===== src/rtl/bus_mux_nch_reg.sv =====
// Registered N-channel bus-source selector for Bus_1 with direct and round-robin modes.
// One output slot with a valid/ready handshake; bad direct selects raise a sticky error.
module bus_mux_nch_reg #(
    parameter int WS  = 8,
    parameter int NCH = 5,
    parameter int SW  = 3
) (
    input  logic              clk,
    input  logic              rst,
    input  logic [NCH*WS-1:0] data_in,
    input  logic              mode,
    input  logic [SW-1:0]     sel,
    input  logic              sel_valid,
    input  logic [NCH-1:0]    req,
    input  logic              out_ready,
    input  logic              err_clr,
    output logic [WS-1:0]     mux_out,
    output logic              out_valid,
    output logic [NCH-1:0]    grant,
    output logic              sel_err
);

    typedef enum logic {
        EMPTY = 1'b0,
        FULL  = 1'b1
    } state_t;

    localparam logic [SW:0]   NCH_EXT = (SW+1)'(NCH);
    localparam logic [SW-1:0] LAST_CH = SW'(NCH-1);

    state_t            state_reg, state_next;
    logic [WS-1:0]     mux_out_reg, mux_out_next;
    logic [NCH-1:0]    grant_reg, grant_next;
    logic              sel_err_reg, sel_err_next;
    logic [SW-1:0]     rr_ptr_reg, rr_ptr_next;

    logic [WS-1:0]     ch [NCH];
    logic              rr_found;
    logic [SW-1:0]     rr_winner;
    logic [SW:0]       rr_idx;
    logic              sel_ok;
    logic              dir_hit;
    logic              dir_err;
    logic              rr_hit;
    logic              slot_free;
    logic              capture;
    logic [SW-1:0]     cap_idx;
    logic [WS-1:0]     cap_word;
    logic [NCH-1:0]    cap_onehot;

    generate
        for (genvar gi = 0; gi < NCH; gi++) begin : g_chan
            assign ch[gi]         = data_in[gi*WS +: WS];
            assign cap_onehot[gi] = (cap_idx == SW'(gi));
        end
    endgenerate

    // Scan rr_ptr, rr_ptr+1, ... with wrap; first requesting channel wins.
    always_comb begin
        rr_found  = 1'b0;
        rr_winner = '0;
        rr_idx    = '0;
        for (int i = 0; i < NCH; i++) begin
            rr_idx = {1'b0, rr_ptr_reg} + (SW+1)'(i);
            if (rr_idx >= NCH_EXT) begin
                rr_idx = rr_idx - NCH_EXT;
            end
            for (int k = 0; k < NCH; k++) begin
                if (!rr_found && req[k] && (rr_idx == (SW+1)'(k))) begin
                    rr_found  = 1'b1;
                    rr_winner = SW'(k);
                end
            end
        end
    end

    assign sel_ok    = ({1'b0, sel} < NCH_EXT);
    assign dir_hit   = !mode && sel_valid && sel_ok;
    assign dir_err   = !mode && sel_valid && !sel_ok;
    assign rr_hit    = mode && rr_found;
    assign slot_free = (state_reg == EMPTY) || out_ready;
    assign capture   = slot_free && (dir_hit || rr_hit);
    assign cap_idx   = mode ? rr_winner : sel;

    // Explicit compare-select so an unused out-of-range index can never read X.
    always_comb begin
        cap_word = '0;
        for (int k = 0; k < NCH; k++) begin
            if (cap_idx == SW'(k)) begin
                cap_word = ch[k];
            end
        end
    end

    always_comb begin
        state_next   = state_reg;
        mux_out_next = mux_out_reg;
        grant_next   = grant_reg;
        rr_ptr_next  = rr_ptr_reg;
        sel_err_next = sel_err_reg;

        if (capture) begin
            state_next   = FULL;
            mux_out_next = cap_word;
            grant_next   = cap_onehot;
            if (mode) begin
                rr_ptr_next = (rr_winner == LAST_CH) ? '0 : rr_winner + SW'(1);
            end
        end else if (slot_free) begin
            // Slot drained (or nothing to take): word stays on the bus, but is no longer valid.
            state_next = EMPTY;
            grant_next = '0;
        end

        if (dir_err) begin
            sel_err_next = 1'b1;
        end else if (err_clr) begin
            sel_err_next = 1'b0;
        end
    end

    always_ff @(posedge clk) begin
        if (!rst) begin
            state_reg   <= EMPTY;
            mux_out_reg <= '0;
            grant_reg   <= '0;
            sel_err_reg <= 1'b0;
            rr_ptr_reg  <= '0;
        end else begin
            state_reg   <= state_next;
            mux_out_reg <= mux_out_next;
            grant_reg   <= grant_next;
            sel_err_reg <= sel_err_next;
            rr_ptr_reg  <= rr_ptr_next;
        end
    end

    assign mux_out   = mux_out_reg;
    assign out_valid = (state_reg == FULL);
    assign grant     = grant_reg;
    assign sel_err   = sel_err_reg;

endmodule


===== config.mk =====
export PLATFORM = sky130hd
export DESIGN_NAME = bus_mux_nch_reg
export DESIGN_NICKNAME = d
export VERILOG_FILES = /design/src/rtl/bus_mux_nch_reg.sv
export SDC_FILE = /design/constraint.sdc
export NUM_CORES = 1
export LEC_CHECK = 0
export ABC_AREA = 1
export CAP_MARGIN = 20
export CORE_ASPECT_RATIO = 1.2
export CORE_MARGIN = 4
export CORE_UTILIZATION = 40
export CTS_CLUSTER_SIZE = 28
export DETAILED_ROUTE_END_ITERATION = 7
export PLACE_DENSITY = 0.74
export REMOVE_ABC_BUFFERS = 1
export SLEW_MARGIN = 40
export SYNTH_ARGS = -nofsm -noshare
export SYNTH_HDL_FRONTEND = slang
export SYNTH_SLANG_ARGS = --single-unit

===== constraint.sdc =====
create_clock -name clk -period 3.25 [get_ports clk]
set_input_delay 0.65 -clock clk [delete_from_list [all_inputs] [get_ports clk]]
set_output_delay 0.65 -clock clk [all_outputs]
set_load 0.01 [all_outputs]

## After elaboration in Yosys (flattened, before gate mapping)

Cells that the tools add are included.

- Register bits after elaboration: 18
- Input port bits: 54
- Output and inout port bits: 15
- Word-level logic and storage cells: 205

- $add $sub $neg: 10
- Magnitude comparators: 6
- Eq/ne operators: 25
- Muxes and demuxes: 67
- Bitwise operators: 1
- Reduce and logical (&&, ||, !) cells: 91

Operators with widths:

| cell | number |
|---|---|
| 3-bit two-way mux | 25 |
| 1-bit logical AND | 54 |
| 4-bit by 2-bit == test with 1-bit output (second input constant) | 10 |
| 8-bit two-way mux | 5 |
| 1-bit two-way mux | 30 |
| 1-bit logical NOT | 26 |
| 4-bit by 1-bit == test with 1-bit output (second input constant) | 5 |
| 4-bit by 3-bit == test with 1-bit output (second input constant) | 5 |
| 4-bit logical NOT | 5 |
| 4-bit two-way mux | 5 |
| 4-bit by 3-bit >= comparator with 1-bit output (second input constant) | 4 |
| 4-bit by 3-bit subtractor with 4-bit output (second input constant) | 4 |
| 5-bit two-way mux | 2 |
| 3-bit by 2-bit adder with 4-bit output (second input constant) | 2 |
| 3-bit by 2-bit == test with 1-bit output (second input constant) | 2 |
| 3-bit == test (second input constant) | 2 |
| 3-bit by 1-bit adder with 4-bit output (second input constant) | 1 |
| 3-bit by 3-bit adder with 4-bit output (second input constant) | 1 |
| 2-bit nonzero test | 2 |
| 3-bit by 3-bit subtractor with 4-bit output (second input constant) | 1 |
| 3-bit by 1-bit adder with 3-bit output (second input constant) | 1 |
| 3-bit by 1-bit == test with 1-bit output (second input constant) | 1 |
| 3-bit >= comparator (second input constant) | 1 |
| 3-bit logical NOT | 1 |
| other kinds (4) | 5 |

## Longest topological paths before layout

- Depth after elaboration: 108
- Mapped depth: 30
- Mapped depth without buffers: 30

## Least setup slack after synthesis

OpenSTA, ideal clock, no wires.

- Kind: reg2reg
- Start point: register rr_ptr_reg[0]
- End point: register mux_out_reg[5], in the netlist mux_out[5]
- Library setup time: 70 ps
- Arrival: 3,550 ps
- Data required time: 3,180 ps
- Setup slack: -370 ps
- Stages on the path, launching flop included: 22
- Buffers on the path: 1
- Period minus slack after synthesis: 3,620 ps
- Path through: dfxtp_1 inv_2 ha_1 inv_1 fa_1 a21oi_1 inv_1 o21ai_0 inv_1 nor4_1 nor2_2 nand4_2 nor2_2 nand4_2 nor2_4 nand3_1 o21ai_0 a21oi_1 buf_2 nand2_1 o21bai_1 a21oi_1

- Longest elaborated chain between the ends: 108
- Elaborated cells between the ends (all ways): 180
- Those cells by class: add/sub: 9; order compare: 5; eq/ne: 24; mux: 60; reduce/logical: 82

Ends and longest elaborated chain:

| what | line | RTL |
|---|---|---|
| start: declaration | 35 | `logic [SW-1:0] rr_ptr_reg, rr_ptr_next;` |
| start signal: assignment | 134 | `rr_ptr_reg <= rr_ptr_next;` |
| 3-bit by 3-bit subtractor with 4-bit output or 3-bit >= comparator (tied branches) | 66, 65 |  |
| 4-bit two-way mux | 65 | `if (rr_idx >= NCH_EXT) begin` |
| 4-bit logical NOT | 69 | `if (!rr_found && req[k] && (rr_idx == (SW+1)'(k))) begin` |
| 1-bit logical AND | 69 |  |
| 1-bit two-way mux | 69 |  |
| 1-bit logical NOT | 69 |  |
| 1-bit logical AND (2 in series) | 69 |  |
| 1-bit two-way mux | 69 |  |
| [85 not listed] | n/a |  |
| 1-bit logical AND (2 in series) | 69 |  |
| 1-bit two-way mux | 69 |  |
| 1-bit logical NOT | 69 |  |
| 1-bit logical AND (2 in series) | 69 |  |
| 3-bit two-way mux | 69 |  |
| 3-bit two-way mux | 83 | `assign cap_idx = mode ? rr_winner : sel;` |
| 3-bit logical NOT | 89 | `if (cap_idx == SW'(k)) begin` |
| 8-bit two-way mux (5 in series) | 89 |  |
| end signal: assignment | 131 | `mux_out_reg <= mux_out_next;` |
| end: declaration | 32 | `logic [WS-1:0] mux_out_reg, mux_out_next;` |

Parallel ways exist; a longest one is shown, timed or not.
A chain may end at the register's enable or synchronous reset.

## Worst setup path after layout

- Start point: register rr_ptr_reg[1]
- End point: register mux_out_reg[2], in the netlist mux_out[2]

Same word-level chain as after synthesis.

==> summary.txt <==
Floorplanning
  – Core footprint: between 0.005 and 0.006 mm^2
  – Die H: between 90 and 100 um
  – Die X: 78.2 um
  – IO Count: 69
  – Num rows: 30
  – Initial Util: between 40 and 50%
  – DIE AREA: 0.00722 mm^2

STA
  – Tmin final: 3.84 ns
  – Fin worst setup slack: -0.590 ns
  – Skew final: 0.00855 ns
  – Setup violators final: 17
  – Max Freq: between 200 and 300 MHz
  – Final slew viol count: 0
  – RSZ-0062 raised after global routing: true
  – Final worst-path cycle share: 118%
  – Worst relative slew slack: 58.9%
  – Worst Max-Slew Pin Slew: 0.615 ns
  – Hold Vio Cnt, Final: 0

Global routing
  – Initial antenna violation count: 0
  – Vias in the first global route: 3339
  – Grt total ovfl: 0
  – Global-route wire length before repair: 14.8 mm
  – Largest net degree at the start of global routing: 17
  – GRT Util Overall: 24.8%

Detailed routing
  – Post-DRT Antenna Nets: 0
  – Vias: around 3300
  – Pre-Repair DR Iteration Count: 4
  – Remaining DRCs: 0
  – Per-cell routed wire length: 15.8 um
  – DRT iter0 DRCs: 168
  – Wirelength, routed: 9.76 mm
  – Detail-routed via count per cell: 5.37

Power
  – Lkg Pwr: 2.00 nW
  – PwrDens: ~1100 mW/mm^2
  – VDD IR max: 0.512 mV
  – Design Power: 0.00493 W

Critical path
  – Worst Setup Path Type: reg2reg
  – Worst Setup End Kind: flip-flop
  – Delay-heaviest family, CP: simple AND/OR/NAND/NOR gates
  – WP data arrival: 3.95 ns
  – Crit path to: mux_out[2]
  – Slowest cell delay on critical path: around 0.36 ns
  – Reg2reg end: mux_out[2]
  – R2R depth: 30
  – Critical Path Stages: 30
  – Worst Path Max Fanout: 7
  – WP buf/inv: 6
  – Critical Path Start: rr_ptr_reg[1]
  – CP required: 3.36 ns
  – Flop-to-flop setup slack: -0.59 ns
  – Crit path launch type: flip-flop
  – R2R Path Start: rr_ptr_reg[1]
  – Slowest CP cell: dfxtp_4
  – CP most frequent cell: nor2_4

Clock network
  – Htree depth: 1
  – CTS Buf Count: 3
  – Clk pin slew, worst setup/hold paths: about 0.07 ns
  – TritonCTS clock tree: done
  – Clk_lat worst skew: around 0.25 ns
  – # clock sinks: 18
  – Clock tree buffer depth: 2
  – Root Driver: clkbuf_8

Layout
  – Commonest cells after routing, fill and taps aside: nand2_1 (79), clkdlybuf4s50_1 (68), buf_4 (66), inv_1 (49), nand3_1 (47)
  – Core Util, Final: approximately three quarters
  – Layout cells sized above 1: between 30% and 40%
  – Final net count: 610
  – Max reg flops: 8
  – # diodes: 0
  – Commonest non-fill, non-tap cell in the layout: nand2_1
  – Area Growth Syn to Fin: 83.3%

Yosys
  – Number of synthesized flops with an enable pin: 0
  – Avg Cell Area, Syn: 6.02 um^2
  – Warnings from Yosys: 0
  – Cell count after synthesis: slightly below 400
  – Number of synthesized register bits: 18
  – Distinct cells, synth: 35
  – Synth async-reset ratio: 0%
  – Post-synthesis sequential area ratio: 15.2%
  – Syn Std Cell Area: roughly 0.0024 mm^2
  – Dominant synthesized flop cell: dfxtp_1

Placement
  – DP Wirelength: 6.31 mm
  – Port bufs: 68
  – Gpl congestion: 0.926

Run status
  – Run status: complete, but fails checks
  – Failing checks: negative setup slack

Worst hold path
  – Hold Crit Class: reg2reg
  – WHS Path Cells: 2
  – HP Start: grant[2]

Job
  – Max_cap viols: 0
## cell usage after synthesis (5+ instances only)
| cell type | n | area [um^2] |
|---|---|---|
| inv_2 | 5 | 18.8 |
| nor4_1 | 5 | 31.3 |
| o21bai_1 | 8 | 60.1 |
| xor2_1 | 5 | 43.8 |
| inv_1 | 53 | 199 |
| buf_2 | 5 | 25.0 |
| o21ai_0 | 13 | 65.1 |
| nand4_1 | 17 | 106 |
| nand2_1 | 92 | 345 |
| a21oi_1 | 28 | 140 |
| nor2_1 | 29 | 109 |
| nand3_1 | 57 | 285 |
| ha_1 | 15 | 188 |
| dfxtp_1 | 18 | 360 |
## metal layers
layer  vias to the layer above  GRT usage (%)  part of all wire [%]
li1                       1608              -                     -
met1                      1539           25.4                    36
met3                        37           3.83                   5.6
met5                         -              0                     0
met4                         0           9.91                   3.6
met2                       143           49.1                    54
## kinds of logic after synthesis
kind of cell             Yosys count  synth area share (%)
AND/OR/NAND/NOR                  230                  48.9
buffers and inverters             67                  11.5
AO/OA/AOI/OAI                     56                  13.3
flip-flops                        18                  15.2
adder cells (fa/ha/maj)           16                  8.77
XOR/XNOR                           6                  2.22
## where the power goes
group          switching [W]  internal [W]  total (W)  leakage (nW)
Sequential         0.0000591      0.000304   0.000363         0.149
Combinational        0.00239       0.00199    0.00438          1.82
Clock              0.0000764      0.000108   0.000184        0.0288
Total                0.00252       0.00241    0.00493          2.00
## worst register-to-register path: cells and delay by family (launching register included)
family / cells / cell delay [ns]
AND/OR/NAND/NOR: 17 / 1.76
buffers and inverters: 6 / 0.64
AO/OA/AOI/OAI: 5 / 0.61
flip-flops: 1 / 0.36
adder cells (fa/ha/maj): 2 / 0.32
## worst min path at each step
stage and to:
3_3_place_gp mux_out[7], 3_5_place_dp grant[2], 5_1_grt mux_out[2], 2_1_floorplan sel_err, 4_1_cts grant[2], 6_report grant[2]
## what timing repair did
item,4_1_cts,5_1_grt
pin swaps,17,28
hold buffers,0,0
endpoints found under the setup margin,17,17
gates cloned,5,1
resized for setup,81,36
setup buffers,16,8
## metrics by stage
stage	hold WS (ns)	setup slack, ns	instances	TNS (ns)	instance area, um^2
after floorplan	0.487	-0.741	384	-10.67	2310
after global placement	0.453	-0.410	585	-5.19	3520
after detailed placement	0.457	-0.565	585	-8.11	3520
after CTS	0.466	-0.252	610	-3.22	4100
after global routing	0.488	-0.870	619	-13.21	4340
final	0.464	-0.590	619	-8.72	4340
## layout make-up
type | count | area [um^2]
Sequential cell | 18 | 367
Fill cell | 421 | 1370
Multi-Input combinational cell | 311 | 2190
Clock buffer | 4 | 55.1
Tap cell | 80 | 100
Timing Repair Buffer | 148 | 1390
Inverter | 58 | 235
(Power assumes the default switching activity.)
